`src/rtl/pwm_seq_ctrl.sv`:
```
// -----------------------------------------------------------------------------
// pwm_seq_ctrl
// Sequencer for the SPI-configured PWM generator. Steps the PWM duty through a
// small table written over SPI. Each step is held for a programmable number of
// PWM periods. A sequence starts on an SPI register pulse or on a rising edge
// of the external start pin.
//
// Ports
//   clk, rst_n    : system clock, asynchronous active-low reset
//   start_reg     : 1-cycle start pulse from an SPI register write
//   start_ext     : external start level (already synchronised to clk)
//   ext_start_en  : enables starting on a rising edge of start_ext
//   stop          : 1-cycle abort pulse
//   loop          : wrap to step 0 after the last step instead of finishing
//   hold          : PWM periods per step (0 behaves as 1)
//   last_idx      : index of the final step
//   wr_en/wr_addr/wr_data : sequence table write port
//   period_end    : 1-cycle pulse from the PWM counter at period wrap
//   pwm_en        : PWM generator enable
//   duty          : duty value to the PWM generator
//   busy          : sequence running
//   done          : 1-cycle pulse on normal completion
//   step          : current step index
// -----------------------------------------------------------------------------
module pwm_seq_ctrl #(
    parameter int DW    = 8,
    parameter int DEPTH = 4,
    parameter int RW    = 8,
    localparam int AW   = $clog2(DEPTH)
) (
    input  logic          clk,
    input  logic          rst_n,
    input  logic          start_reg,
    input  logic          start_ext,
    input  logic          ext_start_en,
    input  logic          stop,
    input  logic          loop,
    input  logic [RW-1:0] hold,
    input  logic [AW-1:0] last_idx,
    input  logic          wr_en,
    input  logic [AW-1:0] wr_addr,
    input  logic [DW-1:0] wr_data,
    input  logic          period_end,
    output logic          pwm_en,
    output logic [DW-1:0] duty,
    output logic          busy,
    output logic          done,
    output logic [AW-1:0] step
);

    typedef enum logic [1:0] {
        ST_IDLE = 2'd0,
        ST_RUN  = 2'd1,
        ST_FIN  = 2'd2
    } state_t;

    state_t        state_r;
    state_t        state_nx_s;

    logic [DW-1:0] table_r [DEPTH];

    logic [AW-1:0] step_r;
    logic [AW-1:0] step_nx_s;
    logic [AW-1:0] step_inc_s;
    logic [DW-1:0] duty_r;
    logic [DW-1:0] duty_nx_s;
    logic [RW-1:0] hold_cnt_r;
    logic [RW-1:0] hold_cnt_nx_s;
    logic [RW-1:0] hold_reload_s;

    logic          pwm_en_r;
    logic          pwm_en_nx_s;
    logic          busy_r;
    logic          busy_nx_s;
    logic          done_r;
    logic          done_nx_s;

    logic          start_ext_q_r;
    logic          start_s;

    // A zero hold still lasts one period, so the reload value saturates at 0.
    assign hold_reload_s = (hold == {RW{1'b0}}) ? {RW{1'b0}} : (hold - RW'(1));
    assign step_inc_s    = step_r + AW'(1);

    // Start sources: register pulse or qualified rising edge of the external pin.
    assign start_s = start_reg | (ext_start_en & start_ext & ~start_ext_q_r);

    // Edge-detect register; resets high so a pin already high at reset release is not an edge.
    always_ff @(posedge clk or negedge rst_n) begin
        if (!rst_n) begin
            start_ext_q_r <= 1'b1;
        end else begin
            start_ext_q_r <= start_ext;
        end
    end

    // Sequence table write port; writes are accepted in every state.
    always_ff @(posedge clk or negedge rst_n) begin
        if (!rst_n) begin
            for (int i = 0; i < DEPTH; i++) begin
                table_r[i] <= {DW{1'b0}};
            end
        end else begin
            if (wr_en) begin
                table_r[wr_addr] <= wr_data;
            end
        end
    end

    // State and datapath registers.
    always_ff @(posedge clk or negedge rst_n) begin
        if (!rst_n) begin
            state_r    <= ST_IDLE;
            step_r     <= {AW{1'b0}};
            duty_r     <= {DW{1'b0}};
            hold_cnt_r <= {RW{1'b0}};
        end else begin
            state_r    <= state_nx_s;
            step_r     <= step_nx_s;
            duty_r     <= duty_nx_s;
            hold_cnt_r <= hold_cnt_nx_s;
        end
    end

    // Next-state and datapath logic; priority is stop > period_end > start.
    always_comb begin
        state_nx_s    = state_r;
        step_nx_s     = step_r;
        duty_nx_s     = duty_r;
        hold_cnt_nx_s = hold_cnt_r;
        case (state_r)
            ST_IDLE: begin
                if (start_s) begin
                    state_nx_s    = ST_RUN;
                    step_nx_s     = {AW{1'b0}};
                    duty_nx_s     = table_r[0];
                    hold_cnt_nx_s = hold_reload_s;
                end else begin
                    state_nx_s    = ST_IDLE;
                end
            end
            ST_RUN: begin
                if (stop) begin
                    state_nx_s    = ST_IDLE;
                    step_nx_s     = {AW{1'b0}};
                    duty_nx_s     = {DW{1'b0}};
                    hold_cnt_nx_s = {RW{1'b0}};
                end else if (period_end) begin
                    if (hold_cnt_r != {RW{1'b0}}) begin
                        hold_cnt_nx_s = hold_cnt_r - RW'(1);
                    end else if (step_r != last_idx) begin
                        step_nx_s     = step_inc_s;
                        duty_nx_s     = table_r[step_inc_s];
                        hold_cnt_nx_s = hold_reload_s;
                    end else if (loop) begin
                        step_nx_s     = {AW{1'b0}};
                        duty_nx_s     = table_r[0];
                        hold_cnt_nx_s = hold_reload_s;
                    end else begin
                        state_nx_s    = ST_FIN;
                        step_nx_s     = {AW{1'b0}};
                        duty_nx_s     = {DW{1'b0}};
                        hold_cnt_nx_s = {RW{1'b0}};
                    end
                end else begin
                    state_nx_s    = ST_RUN;
                end
            end
            ST_FIN: begin
                // FIN lasts exactly one cycle whether or not stop arrives.
                state_nx_s    = ST_IDLE;
                step_nx_s     = {AW{1'b0}};
                duty_nx_s     = {DW{1'b0}};
                hold_cnt_nx_s = {RW{1'b0}};
            end
            default: begin
                state_nx_s    = ST_IDLE;
                step_nx_s     = {AW{1'b0}};
                duty_nx_s     = {DW{1'b0}};
                hold_cnt_nx_s = {RW{1'b0}};
            end
        endcase
    end

    // Output decode from the next state so the status flags are registered alongside it.
    always_comb begin
        pwm_en_nx_s = 1'b0;
        busy_nx_s   = 1'b0;
        done_nx_s   = 1'b0;
        case (state_nx_s)
            ST_IDLE: begin
                pwm_en_nx_s = 1'b0;
                busy_nx_s   = 1'b0;
                done_nx_s   = 1'b0;
            end
            ST_RUN: begin
                pwm_en_nx_s = 1'b1;
                busy_nx_s   = 1'b1;
                done_nx_s   = 1'b0;
            end
            ST_FIN: begin
                pwm_en_nx_s = 1'b0;
                busy_nx_s   = 1'b0;
                done_nx_s   = 1'b1;
            end
            default: begin
                pwm_en_nx_s = 1'b0;
                busy_nx_s   = 1'b0;
                done_nx_s   = 1'b0;
            end
        endcase
    end

    // Registered status outputs.
    always_ff @(posedge clk or negedge rst_n) begin
        if (!rst_n) begin
            pwm_en_r <= 1'b0;
            busy_r   <= 1'b0;
            done_r   <= 1'b0;
        end else begin
            pwm_en_r <= pwm_en_nx_s;
            busy_r   <= busy_nx_s;
            done_r   <= done_nx_s;
        end
    end

    assign pwm_en = pwm_en_r;
    assign duty   = duty_r;
    assign busy   = busy_r;
    assign done   = done_r;
    assign step   = step_r;

endmodule

```
`config.mk`:
```
export PLATFORM = sky130hd
export DESIGN_NAME = pwm_seq_ctrl
export DESIGN_NICKNAME = d
export VERILOG_FILES = /design/src/rtl/pwm_seq_ctrl.sv
export SDC_FILE = /design/constraint.sdc
export NUM_CORES = 1
export LEC_CHECK = 0
export BUFFER_PORTS_ARGS = -buffer_cell sky130_fd_sc_hd__buf_4
export CAP_MARGIN = 10
export CORE_ASPECT_RATIO = 1.5
export CORE_MARGIN = 2
export CORE_UTILIZATION = 52
export DETAILED_ROUTE_END_ITERATION = 8
export PLACE_DENSITY_LB_ADDON = 0.12
export SLEW_MARGIN = 20
export SYNTH_ARGS = -nofsm -noshare
export SYNTH_HDL_FRONTEND = slang
export SYNTH_SLANG_ARGS = --single-unit
```
`constraint.sdc`:
```
create_clock -name clk -period 1.9 [get_ports clk]
set_input_delay 0.38 -clock clk [delete_from_list [all_inputs] [get_ports clk]]
set_output_delay 0.38 -clock clk [all_outputs]
set_load 0.01 [all_outputs]
```
==> results.py <==
metrics = {
    "pwr": {
        "pwr-share-clk_pct": 13.8,
        "combPwrFrac_pct": 50.7,
        "ir_drop_uv": 763,
        "sw_frac_of_total_pct": 36.6,
        "powerDensity_mw_per_mm2": 1170,
        "p_switching_w": 0.00175,
        "p_seq_share_pct": 35.5,
        "internal_power_w": 0.00303,
        "power.total_w": 0.00478,
        "cellLeakagePower_nw": 1.81,
    },
    "cts": {
        "cts_tree": "done",
        "clk_pin_slew_ns": 0.09,
        "cts_buffers": 5,
        "cts_sinks": 55,
        "worstSkewPairLatency_ns": 0.31,
        "cts-htree-levels": 2,
        "clk_path_buf_depth": 2,
        "clockRootBuffer": "clkbuf_8",
    },
    "timing": {
        "max_freq_mhz": 515,
        "fin_crit_ns": 1.94,
        "setup_ws_ns": -0.0417,
        "tightest_slew_ns": 0.695,
        "setup_viol": 3,
        "grt_setup_unrepaired": "yes",
        "period_share_pct": 102,
        "clock_skew_ns": 0.00245,
        "hold_viol": 0,
        "relSlewSlack_pct": 53.7,
        "drv_slew": 0,
    },
    "detailed_routing": {
        "via_per_inst": 5.81,
        "dr_wl_met2_um": 4190,
        "drt-wirelength-per-cell_um": 16.7,
        "drt-total-wl_um": 7640,
        "first_pass_iters": 4,
        "ant_nets": 0,
        "topRoutingLayerUsed": "met4",
        "via_count": 2654,
        "wl_met3_um": 234,
        "met1_length_um": 2950,
        "remaining_drc_errors": 0,
        "dr.first_iter.drc_count": 122,
    },
    "floorplanning": {
        "start_util_pct": 53.1,
        "rows": 34,
        "ios": 42,
        "core-area_mm2": 0.00570,
        "dieArea_mm2": 0.00646,
        "die_height_um": 97.5,
        "die_w_um": 66.3,
    },
    "critical_path": {
        "arrival_ns": 2.14,
        "required_ns": 2.09,
        "critPathBufInv": 1,
        "critPathTopFamily": "simple AND/OR/NAND/NOR gates",
        "path_class": "reg2reg",
        "reg2reg_depth": 6,
        "worstSetupStartpointType": "register",
        "worstPathCellList": "or4_4, nor3_4, a21oi_4, buf_12, a221oi_2, nor3_1",
        "endpoint_kind": "register",
        "timing.rr.end": "hold_cnt_r[0]",
        "slowest_stage": "or4_4",
        "critPathMaxFanout": 5,
        "rrSetupSlack_ns": -0.04,
        "r2r_start": "hold_cnt_r[3]",
        "slowest_delay_ns": 0.59,
    },
    "yosys": {
        "ys_warn_count": 0,
        "synth_ff_type": "dfrtp_1",
        "synth_top_cell_by_area": "dfrtp_1",
        "yosysUniqueCellTypes": 54,
        "synthCells": 290,
        "synth_fp_nets": 323,
        "avgSynthCellArea_um2": 10.4,
        "seq_area_frac_synth_pct": 45.5,
        "yosysMostFrequentCell": "dfrtp_1",
        "syn_area_mm2": 0.00303,
        "synth_edf_count": 0,
        "yosysTopAreaCellShare_pct": 44.6,
        "yosys-top-cells-count": "54 x dfrtp_1, 34 x mux2_2, 22 x nor2_1, 18 x inv_1, 16 x nand2_1",
        "async_flop_share_pct": 100,
        "synthTopCellsByArea": "dfrtp_1 45%, mux2_2 13%, nor2_1 2.7%",
        "synth_seq_cells": 55,
    },
    "outcome": {
        "failed_checks": "setup timing",
        "outcome": "finished, violations left",
    },
    "cells_and_area": {
        "final_cells": 457,
        "antenna-diode-count": 0,
        "drive_above_1_share_pct": 44.9,
        "nets": 418,
        "fin_util_pct": 71.5,
        "fill_cells": 457,
        "area_growth_pct": 34.5,
    },
    "global_routing": {
        "grt_max_degree": 56,
        "grt_overflow": 0,
        "grt_pass1_wl_um": 12600,
        "antenna_found_initial": 0,
        "grtUsageTotal_pct": 25.5,
        "grt_pass1_vias": 2660,
    },
    "place": {
        "routabilityCongestion": 0.867,
        "place_inst": 445,
        "post-place-ws_ns": -0.200,
        "hpwl_um": 5490,
        "portBuffers": 41,
    },
    "worst_hold_path": {
        "min_path_type": "in2async",
    },
    "flow_run": {
        "drv_cap": 0,
    },
}
-- timing repair --
action | in CTS | in global routing
buffers inserted | 3 | 1
hold buffers | 0 | 0
pin swaps | 2 | 10
cloned | 0 | 1
setup endpoints to repair | 15 | 19
gates resized for setup | 6 | 23
-- routing by layer --
| layer | vias up | track usage, % |
|---|---|---|
| met3 | 19 | 3.24 |
| li1 | 1262 | - |
| met5 | - | 0 |
| met1 | 1312 | 29.3 |
| met2 | 61 | 45.5 |
| met4 | 0 | 11.5 |
-- cells in the final DEF (no fill, tap or decap), types with 8 or more instances in the layout --
master	instances
a21oi_1	10
buf_4	92
dfrtp_1	54
inv_1	15
mux2_2	34
mux2i_1	8
nand2_1	16
nor2_1	22
nor3_1	12
o21ai_0	14
-- cell type report --
type / instances / area [um2] / share of cell area, %
Clock inverter: 1 / 8.76 / 0.215
Timing Repair Buffer: 98 / 761 / 18.7
Multi-Input combinational cell: 207 / 1690 / 41.4
Sequential cell: 55 / 1380 / 33.8
Inverter: 18 / 67.6 / 1.66
Clock buffer: 6 / 82.6 / 2.03
Tap cell: 72 / 90.1 / 2.21
-- flip-flops by register name, indices dropped and copies added, names as in the netlist --
register       flops
step               2
duty               8
hold_cnt_r         8
start_ext_q_r      1
done               1
table_r           32
state_r            2
busy               1
-- metrics by stage --
step	hold slack, ns	TNS (ns)	instance area [um2]
global placement	0.462	-1.03	3790
floorplan	0.0844	-0.0204	3060
detailed placement	0.464	-1.03	3790
finish	0.102	-0.0699	4080
CTS	0.122	-0.0442	3950
global route	0.155	-0.706	4080
-- how the worst max path moves through the flow --
stage,from,to,cells past startpoint
finish,hold_cnt_r[3],hold_cnt_r[0],6
global route,hold_cnt_r[3],hold_cnt_r[0],6
CTS,hold_cnt_r[3],hold_cnt_r[0],6
detailed placement,hold[2],hold_cnt_r[7],6
global placement,hold[2],hold_cnt_r[7],6
floorplan,hold[2],hold_cnt_r[7],5
-- power groups by stage --
| stage | registers [W] | logic (W) | clock network (W) |
|---|---|---|---|
| detailed placement | 0.00170 | 0.00215 | 0 |
| CTS | 0.00168 | 0.00223 | 0.000681 |
| global placement | 0.00169 | 0.00212 | 0 |
| finish | 0.00170 | 0.00242 | 0.000659 |
| floorplan | 0.00175 | 0.00113 | 0 |
| global route | 0.00174 | 0.00262 | 0.000713 |
-- cells by family after synthesis --
| logic type | count (synthesis) | share of synthesized area [%] |
|---|---|---|
| flip-flops | 55 | 45.5 |
| XOR/XNOR | 9 | 2.60 |
| AND/OR/NAND/NOR | 81 | 14.7 |
| buffers and inverters | 28 | 3.84 |
| AO/OA/AOI/OAI | 71 | 16.4 |
| multiplexers | 42 | 15.3 |
| adder cells (fa/ha/maj) | 4 | 1.65 |
Note: power is estimated with default switching activity, not from simulation.
